===== config.mk =====
export PLATFORM = sky130hd
export DESIGN_NAME = if1_pc_gen
export DESIGN_NICKNAME = d
export VERILOG_FILES = /design/src/rtl/if1_pc_gen.sv
export SDC_FILE = /design/constraint.sdc
export NUM_CORES = 2
export LEC_CHECK = 0
export CAP_MARGIN = 10
export CORE_AREA = 5 5 321 323
export CTS_CLUSTER_SIZE = 16
export DETAILED_ROUTE_END_ITERATION = 16
export DIE_AREA = 0 0 326 328
export PLACE_DENSITY = 0.67
export SLEW_MARGIN = 25
export SYNTH_ARGS = -nofsm -noshare
export SYNTH_HDL_FRONTEND = slang
export SYNTH_SLANG_ARGS = --single-unit

===== constraint.sdc =====
create_clock -name clk -period 7 [get_ports clk]
set_clock_uncertainty 0.05 [all_clocks]
set_input_delay 1.75 -clock clk [delete_from_list [all_inputs] [get_ports clk]]
set_output_delay 1.75 -clock clk [all_outputs]
set_load 0.005 [all_outputs]

===== src/rtl/if1_pc_gen.sv =====
// if1_pc_gen -- IF1 fetch PC generator with a direct-mapped BTB predictor.
//
// Holds the architectural fetch PC and predicts the next fetch PC from a
// direct-mapped branch target buffer with 2-bit saturating counters. It
// applies stalls and redirects from the hazard controller. EX trains the BTB
// with each resolved branch.
//
// Parameters:
//   RESET_PC     fetch PC after reset
//   BTB_ENTRIES  BTB depth (power of 2, >= 2)
// Ports:
//   clk, rst_n      clock; asynchronous active-low reset
//   pc_wen          PC advance enable (0 = stall)
//   pc_is_wrong     redirect request, honoured only with pc_wen=1
//   pc_correct      redirect target, loaded verbatim
//   upd_valid       one-cycle branch resolution strobe from EX
//   upd_pc          PC of the resolved branch
//   upd_taken       actual outcome
//   upd_target      actual taken target
//   if1_pc          registered fetch PC
//   if1_branch_bp   predicted taken for if1_pc
//   if1_pc_bp       predicted next fetch PC
//   if1_valid       fetch PC valid (low until the first edge after reset)
module if1_pc_gen #(
  parameter logic [31:0] RESET_PC    = 32'h1c000000,
  parameter int unsigned BTB_ENTRIES = 16
) (
  input  logic        clk,
  input  logic        rst_n,
  input  logic        pc_wen,
  input  logic        pc_is_wrong,
  input  logic [31:0] pc_correct,
  input  logic        upd_valid,
  input  logic [31:0] upd_pc,
  input  logic        upd_taken,
  input  logic [31:0] upd_target,
  output logic [31:0] if1_pc,
  output logic        if1_branch_bp,
  output logic [31:0] if1_pc_bp,
  output logic        if1_valid
);

  localparam int unsigned IDX  = $clog2(BTB_ENTRIES);
  localparam int unsigned TAGW = 30 - IDX;

  logic            btb_valid  [BTB_ENTRIES];
  logic [TAGW-1:0] btb_tag    [BTB_ENTRIES];
  logic [29:0]     btb_target [BTB_ENTRIES];
  logic [1:0]      btb_ctr    [BTB_ENTRIES];

  // Lookup on the current fetch PC against registered contents (no bypass).
  logic [IDX-1:0]  lk_idx;
  logic [TAGW-1:0] lk_tag;
  logic            lk_hit;

  assign lk_idx = if1_pc[IDX+1:2];
  assign lk_tag = if1_pc[31:IDX+2];
  assign lk_hit = btb_valid[lk_idx] && (btb_tag[lk_idx] == lk_tag);

  assign if1_branch_bp = lk_hit && btb_ctr[lk_idx][1];
  assign if1_pc_bp     = if1_branch_bp ? {btb_target[lk_idx], 2'b00} : if1_pc + 32'd4;

  // Training side.
  logic [IDX-1:0]  up_idx;
  logic [TAGW-1:0] up_tag;
  logic            up_hit;
  logic [1:0]      up_ctr;
  logic [1:0]      up_ctr_next;

  assign up_idx = upd_pc[IDX+1:2];
  assign up_tag = upd_pc[31:IDX+2];
  assign up_hit = btb_valid[up_idx] && (btb_tag[up_idx] == up_tag);
  assign up_ctr = btb_ctr[up_idx];

  always_comb begin
    up_ctr_next = up_ctr;
    if (upd_taken) begin
      if (up_ctr != 2'b11) up_ctr_next = up_ctr + 2'd1;
    end else begin
      if (up_ctr != 2'b00) up_ctr_next = up_ctr - 2'd1;
    end
  end

  // Targets are word aligned; the low bits of upd_target carry no information.
  logic unused_target_bits;
  assign unused_target_bits = ^upd_target[1:0];

  always_ff @(posedge clk or negedge rst_n) begin
    if (!rst_n) begin
      for (int unsigned i = 0; i < BTB_ENTRIES; i++) begin
        btb_valid[i]  <= 1'b0;
        btb_tag[i]    <= '0;
        btb_target[i] <= '0;
        btb_ctr[i]    <= 2'b01;
      end
    end else if (upd_valid) begin
      if (up_hit) begin
        btb_ctr[up_idx] <= up_ctr_next;
        if (upd_taken) btb_target[up_idx] <= upd_target[31:2];
      end else if (upd_taken) begin
        // Miss and taken: allocate, evicting whatever aliases to this index.
        btb_valid[up_idx]  <= 1'b1;
        btb_tag[up_idx]    <= up_tag;
        btb_target[up_idx] <= upd_target[31:2];
        btb_ctr[up_idx]    <= 2'b10;
      end
    end
  end

  // PC register: the first edge after reset only raises if1_valid.
  always_ff @(posedge clk or negedge rst_n) begin
    if (!rst_n) begin
      if1_pc    <= RESET_PC;
      if1_valid <= 1'b0;
    end else if (!if1_valid) begin
      if1_valid <= 1'b1;
    end else if (pc_wen) begin
      if1_pc <= pc_is_wrong ? pc_correct : if1_pc_bp;
    end
  end

endmodule

# Word level (Yosys, flattened, before mapping)
# Index checks and enable logic that the tools add are counted.
# word_totals
ff_bits,977
input_bits,102
out_inout_bits,66
word_cells,131
# classes
n_addsub,3
n_lt_le_gt_ge,3
eq_ne,3
muxes,39
bitwise_logic,7
reduce_logical,10
# ops
operator,n
$bwmux W480,1
$bwmux W416,1
$bmux W26 S4,2
$mux W26,5
$mux W32,4
$bmux W30 S4,1
$demux W30 S4,1
$demux W26 S4,1
$mux W30,3
$eq A26 B26 Y1,2
$add A32 B3 Y32 const B,1
$bwmux W32,1
$or A16 B16 Y16,2
$and A16 B16 Y16,1
$bmux W2 S4,2
$mux W2,8
$not A16 Y16,1
$ge A5 B5 Y1 const B,2
$not A4 Y5,2
$bmux W1 S4,2
$demux W2 S4,1
$reduce_and A2 Y1,3
$lt A5 B1 Y1 const B,1
$mux W1,5
other kinds (8),12

# Logic depth before layout (Yosys ltp)
# logic_depth
ltp_word,9
depth_mapped,15
mapped_depth_nobuf,9

# Worst setup path after synthesis
# No wires, ideal clock.
# synth_path
path_kind,register -> output
startpoint,register if1_pc[2]
endpoint,output port if1_pc_bp[28]
t_arrival_ps,3615
t_required_ps,5200
setup_slack_ps,1585
path_stages_with_launch,12
n_path_buf,4
cell_sequence,dfrtp_1 buf_6 buf_8 buf_2 mux4_2 mux4_2 xor2_1 a311oi_1 nand4_1 nor4_4 buf_6 mux2_1
# synth_between
elab_chain_len,8
# synth_rtl
item,line,rtl
start: declaration,37,"output logic [31:0] if1_pc,"
start signal: assignment,118,if1_pc <= pc_is_wrong ? pc_correct : if1_pc_bp;
$not A4 Y5 (implied by the code),"58, 60, 61",
$bmux W26 S4,58,assign lk_hit = btb_valid[lk_idx] && (btb_tag[lk_idx] == lk_tag);
$mux W26 (implied by the code) (2 in a row),58,
$eq A26 B26 Y1,58,
$logic_and A1 B1 Y1,58,
$logic_and A1 B1 Y1,60,assign if1_branch_bp = lk_hit && btb_ctr[lk_idx][1];
$mux W32 *,61,"assign if1_pc_bp = if1_branch_bp ? {btb_target[lk_idx], 2'b00} : if1_pc + 32'd4;"
end: declaration,39,"output logic [31:0] if1_pc_bp,"
# Every way passes the cells marked *; elsewhere a longest branch is shown, timed or not. The select of a mux whose other input is x is not followed.

# Worst setup path after layout
# layout_path
startpoint,register if1_pc[2]
endpoint,output port if1_pc_bp[21]
# The elaborated chain is that of the path after synthesis.

==> results by group <==
Yosys
  – Main synth FF type: dfrtp_1
  – Synth Cell Area: 0.04933 sq mm
  – Post-synth EDFFs: 0
  – Post-Synth Simple-Gate Area: 0.03018
  – Top cell type's share of synthesized area: 0.4860
  – Register area share after synthesis: 0.4961
  – Ys async rst share: 1.000
  – XOR/XNOR Fraction of Synth Area: 0.01349
  – Number of synthesized register bits: 977
  – Yosys warns: 0
  – Cell variety after synth: 72
  – Mux cell area share after synthesis: 0.4007
  – Most area-consuming cells after synthesis: dfrtp_1 49%, mux2_2 21%, mux4_2 16%, mux2i_1 2.0%, clkbuf_1 1.4%
  – Compound-Gate Fraction of Synth Area: 0.02820
  – Syn_area_per_cell: 15.18 sq um
  – Syn nets: 3352
  – Adder-cell share of the synthesized area: 0.0006594
  – Yosys top cell by area: dfrtp_1
  – Largest family of logic cells by synthesized area: multiplexers
  – Cells after Synth: 3249

Route
  – Routed Antenna Nets: 0
  – WL final: 150000 um
  – Post-route DRC violation count: 0
  – DR WL/cell: 31.56 um
  – DRT Pass-1 Iters: 5
  – DR vias: 31098
  – Initial DRC Count: 2759
  – Vias per inst: 6.541

Floorplanning
  – Die H: 328 um
  – Width of the die: 326 um
  – Initial Utilization: 0.4955
  – Core Area: 0.09957 sq mm
  – Row count: 116
  – DIE AREA: 0.1069 sq mm
  – Io pins: 168

Worst setup path
  – Top delay family on crit path: buffers and inverters
  – Worst Path Required: 5.20 ns
  – Crit-path max cell delay: 0.57 ns
  – WP data arrival: 5.22 ns
  – R2R cell count: 15
  – Element type at the critical path end: output pin
  – R2r setup slk: 2.19 ns
  – Critical-path top delay cell: dfrtp_4
  – Worst setup SP type: register
  – Worst R2R Start: if1_pc[2]
  – Most common cell on crit path: buf_12
  – Setup CP Type: register to output pin
  – Crit path max fanout: 7
  – CP bufs+invs: 8
  – Crit-path cells: buf_12 -> buf_12 -> buf_12 -> mux4_2 -> mux4_2 -> xor2_2 -> a2111o_1 -> or4_4 -> nor4_4 -> buf_12 -> buf_4 -> buf_12 -> buf_12 -> mux2_4 -> dlygate4sd2_1
  – Reg2reg end: if1_pc[22]

Layout
  – Cell Count, Final, Fillers Out: 4754
  – Layout cells sized above 1: 0.4943
  – Area Growth Syn to Fin: 15.41%
  – Nets: 3466
  – Design Area, Final: 0.05693 sq mm

STA
  – Setup ws final: -0.02361 ns
  – Final hold vios: 0
  – RSZ-0062 raised after global routing: true
  – Min Tclk post-route: 7.024 ns
  – Rel. slew slack: 0.3612
  – Max-slew violations: 0
  – Period utilization: 1.003
  – Slew at the pin with the worst max-slew slack: 0.9501 ns
  – Setup TNS Final: -0.07484 ns
  – Final setup fails: 4
  – Fmax: 142.4 MHz

Power and ir drop
  – Clock group share of total power: 0.328
  – P_int: 0.01284 W
  – P_leak: 24.82 nW
  – Switching power share of the total: 0.2880
  – Comb pwr share: 0.252
  – Total power: 0.01803 W
  – Sequential share of power: 0.420
  – Pwr/cell area: 316.7 mW/mm^2
  – VDD IR-drop max: 0.0002271 V
  – Psw: 0.005194 W

Clocking
  – Num CTS Buffers: 104
  – Longest Clk Path Bufs: 3
  – Clock Latency Late Sink: 0.72 ns
  – CTS tree: done
  – Clock transition at the registers of the reported paths: 0.06 ns
  – Hold bufs inserted after CTS: 0
  – CTS Sinks: 977
  – CTS Root Cell: clkbuf_16
  – # H-tree levels: 3

Place
  – Post-DP HPWL: 91860 um
  – Placed Cells: 4536
  – RD Place Congestion: 0.9058
  – Port buffer count: 163
  – Area after DPL: 0.05280 sq mm

Worst hold path
  – Worst Hold Path EP: btb_ctr[2]
  – Worst Hold Launch: btb_ctr[2]
  – Hold Path Depth: 2
  – Hold WC Path Type: register to register

Status
  – Failing checks: setup timing
  – Outcome: complete, but fails checks

Global route
  – Vias in the first global route: 33815
  – Global-route wire length before repair: 225600 um
  – Initial antenna violation count: 13
  – Gr ovfl total: 0
  – Total track usage: 0.2808
  – Largest net degree at the start of global routing: 179

Run
  – Max Cap Viol: 0
==> layer usage <==
| layer | part of all wire | vias to the layer above | GRT usage | routed length [um] |
|---|---|---|---|---|
| met2 | 0.47 | 1315 | 0.4492 | 70750 |
| li1 | - | 12599 | - | - |
| met4 | 0.036 | 4 | 0.09399 | 5467 |
| met5 | 0.00018 | - | 0 | 27 |
| met1 | 0.41 | 16836 | 0.3835 | 61580 |
| met3 | 0.081 | 344 | 0.06487 | 12210 |
==> cell families (layout without fill, tap and decap cells) <==
logic type | count (synthesis) | after routing
mux | 1401 | 1401
flops | 977 | 977
buf+inv | 330 | 526
simple gates | 285 | 285
compound gates | 176 | 176
xor+xnor | 76 | 76
fa+ha+maj | 3 | 3
other cells | 1 | 12
==> final cells by class <==
class,instances,area [sq um]
Tap cell,1298,1624
Fill cell,7670,42630
Timing Repair Buffer,323,3513
Multi-Input combinational cell,1942,23550
Clock inverter,39,689.4
Clock buffer,149,2982
Inverter,15,62.56
Sequential cell,977,24480
Antenna cell,11,27.53
==> tightest hold or removal path, delay by kind of cell (launching register included) <==
family,cells,cell delay [ns]
flops,1,0.36
compound gates,1,0.05
buf+inv,1,0.04
==> cell usage after synthesis, drive strengths merged, types with 24 or more instances <==
cell type,instances
mux2i,100
xnor2,49
o21ai,27
a221o,27
nor2,38
buf,132
nand3,26
and3,33
xor2,27
nor3,24
nand2b,28
clkbuf,182
mux4,358
mux2,943
nand2,72
dfrtp,958
==> worst max-delay path by stage <==
| stage | startpoint | endpoint | cells after the start |
|---|---|---|---|
| floorplan | if1_pc[2] | if1_pc_bp[28] | 11 |
| global placement | if1_pc[2] | if1_pc_bp[15] | 13 |
| detailed placement | if1_pc[2] | if1_pc_bp[15] | 13 |
| CTS | if1_pc[2] | if1_pc_bp[15] | 13 |
| global route | if1_pc[2] | if1_pc_bp[21] | 15 |
| finish | if1_pc[2] | if1_pc_bp[21] | 15 |
==> placed cells by master, fill, tap and decap left out, types with 25 or more instances in the layout <==
cell type	count
nand2b_1	27
and3_1	33
xor2_1	26
nor2_1	32
o21ai_0	25
mux2i_1	99
buf_12	43
clkdlybuf4s50_1	129
mux2_4	25
buf_4	109
mux4_2	358
nand2_1	56
clkbuf_16	106
xnor2_1	47
dfrtp_1	954
mux2_2	917
a221o_1	27
==> registers in the layout, summed over array words and instances (netlist names) <==
signal / cells
if1_pc: 32
btb_target: 480
btb_valid: 16
if1_valid: 1
btb_tag: 416
btb_ctr: 32
==> metrics by stage <==
| step | worst slack [ns] | utilization | hold slack (ns) |
|---|---|---|---|
| final | -0.02361 | 0.5718 | 0.4162 |
| after global routing | -0.1066 | 0.5716 | 0.4410 |
| after CTS | -0.1218 | 0.5692 | 0.4171 |
| after detailed placement | 0.3129 | 0.5303 | 0.4082 |
| after global placement | 0.2378 | 0.5303 | 0.4027 |
| after floorplan | 1.586 | - | 0.3876 |
==> power groups by stage <==
| stage | combinational (W) | sequential [W] | clock (W) |
|---|---|---|---|
| after detailed placement | 0.00441 | 0.00768 | 0 |
| final | 0.00454 | 0.00758 | 0.00591 |
| after global routing | 0.00482 | 0.00770 | 0.00621 |
| after CTS | 0.00452 | 0.00756 | 0.00598 |
| after global placement | 0.00431 | 0.00754 | 0 |
| after floorplan | 0.00318 | 0.00727 | 0 |
==> what timing repair did <==
| action | CTS | global route |
|---|---|---|
| gates resized for setup | 29 | 33 |
| setup buffers | 13 | 2 |
| pin swaps | 3 | 2 |
| setup endpoints to repair | 33 | 30 |
| cloned | 0 | 2 |
No activity file was read; power rests on OpenSTA's default activity.
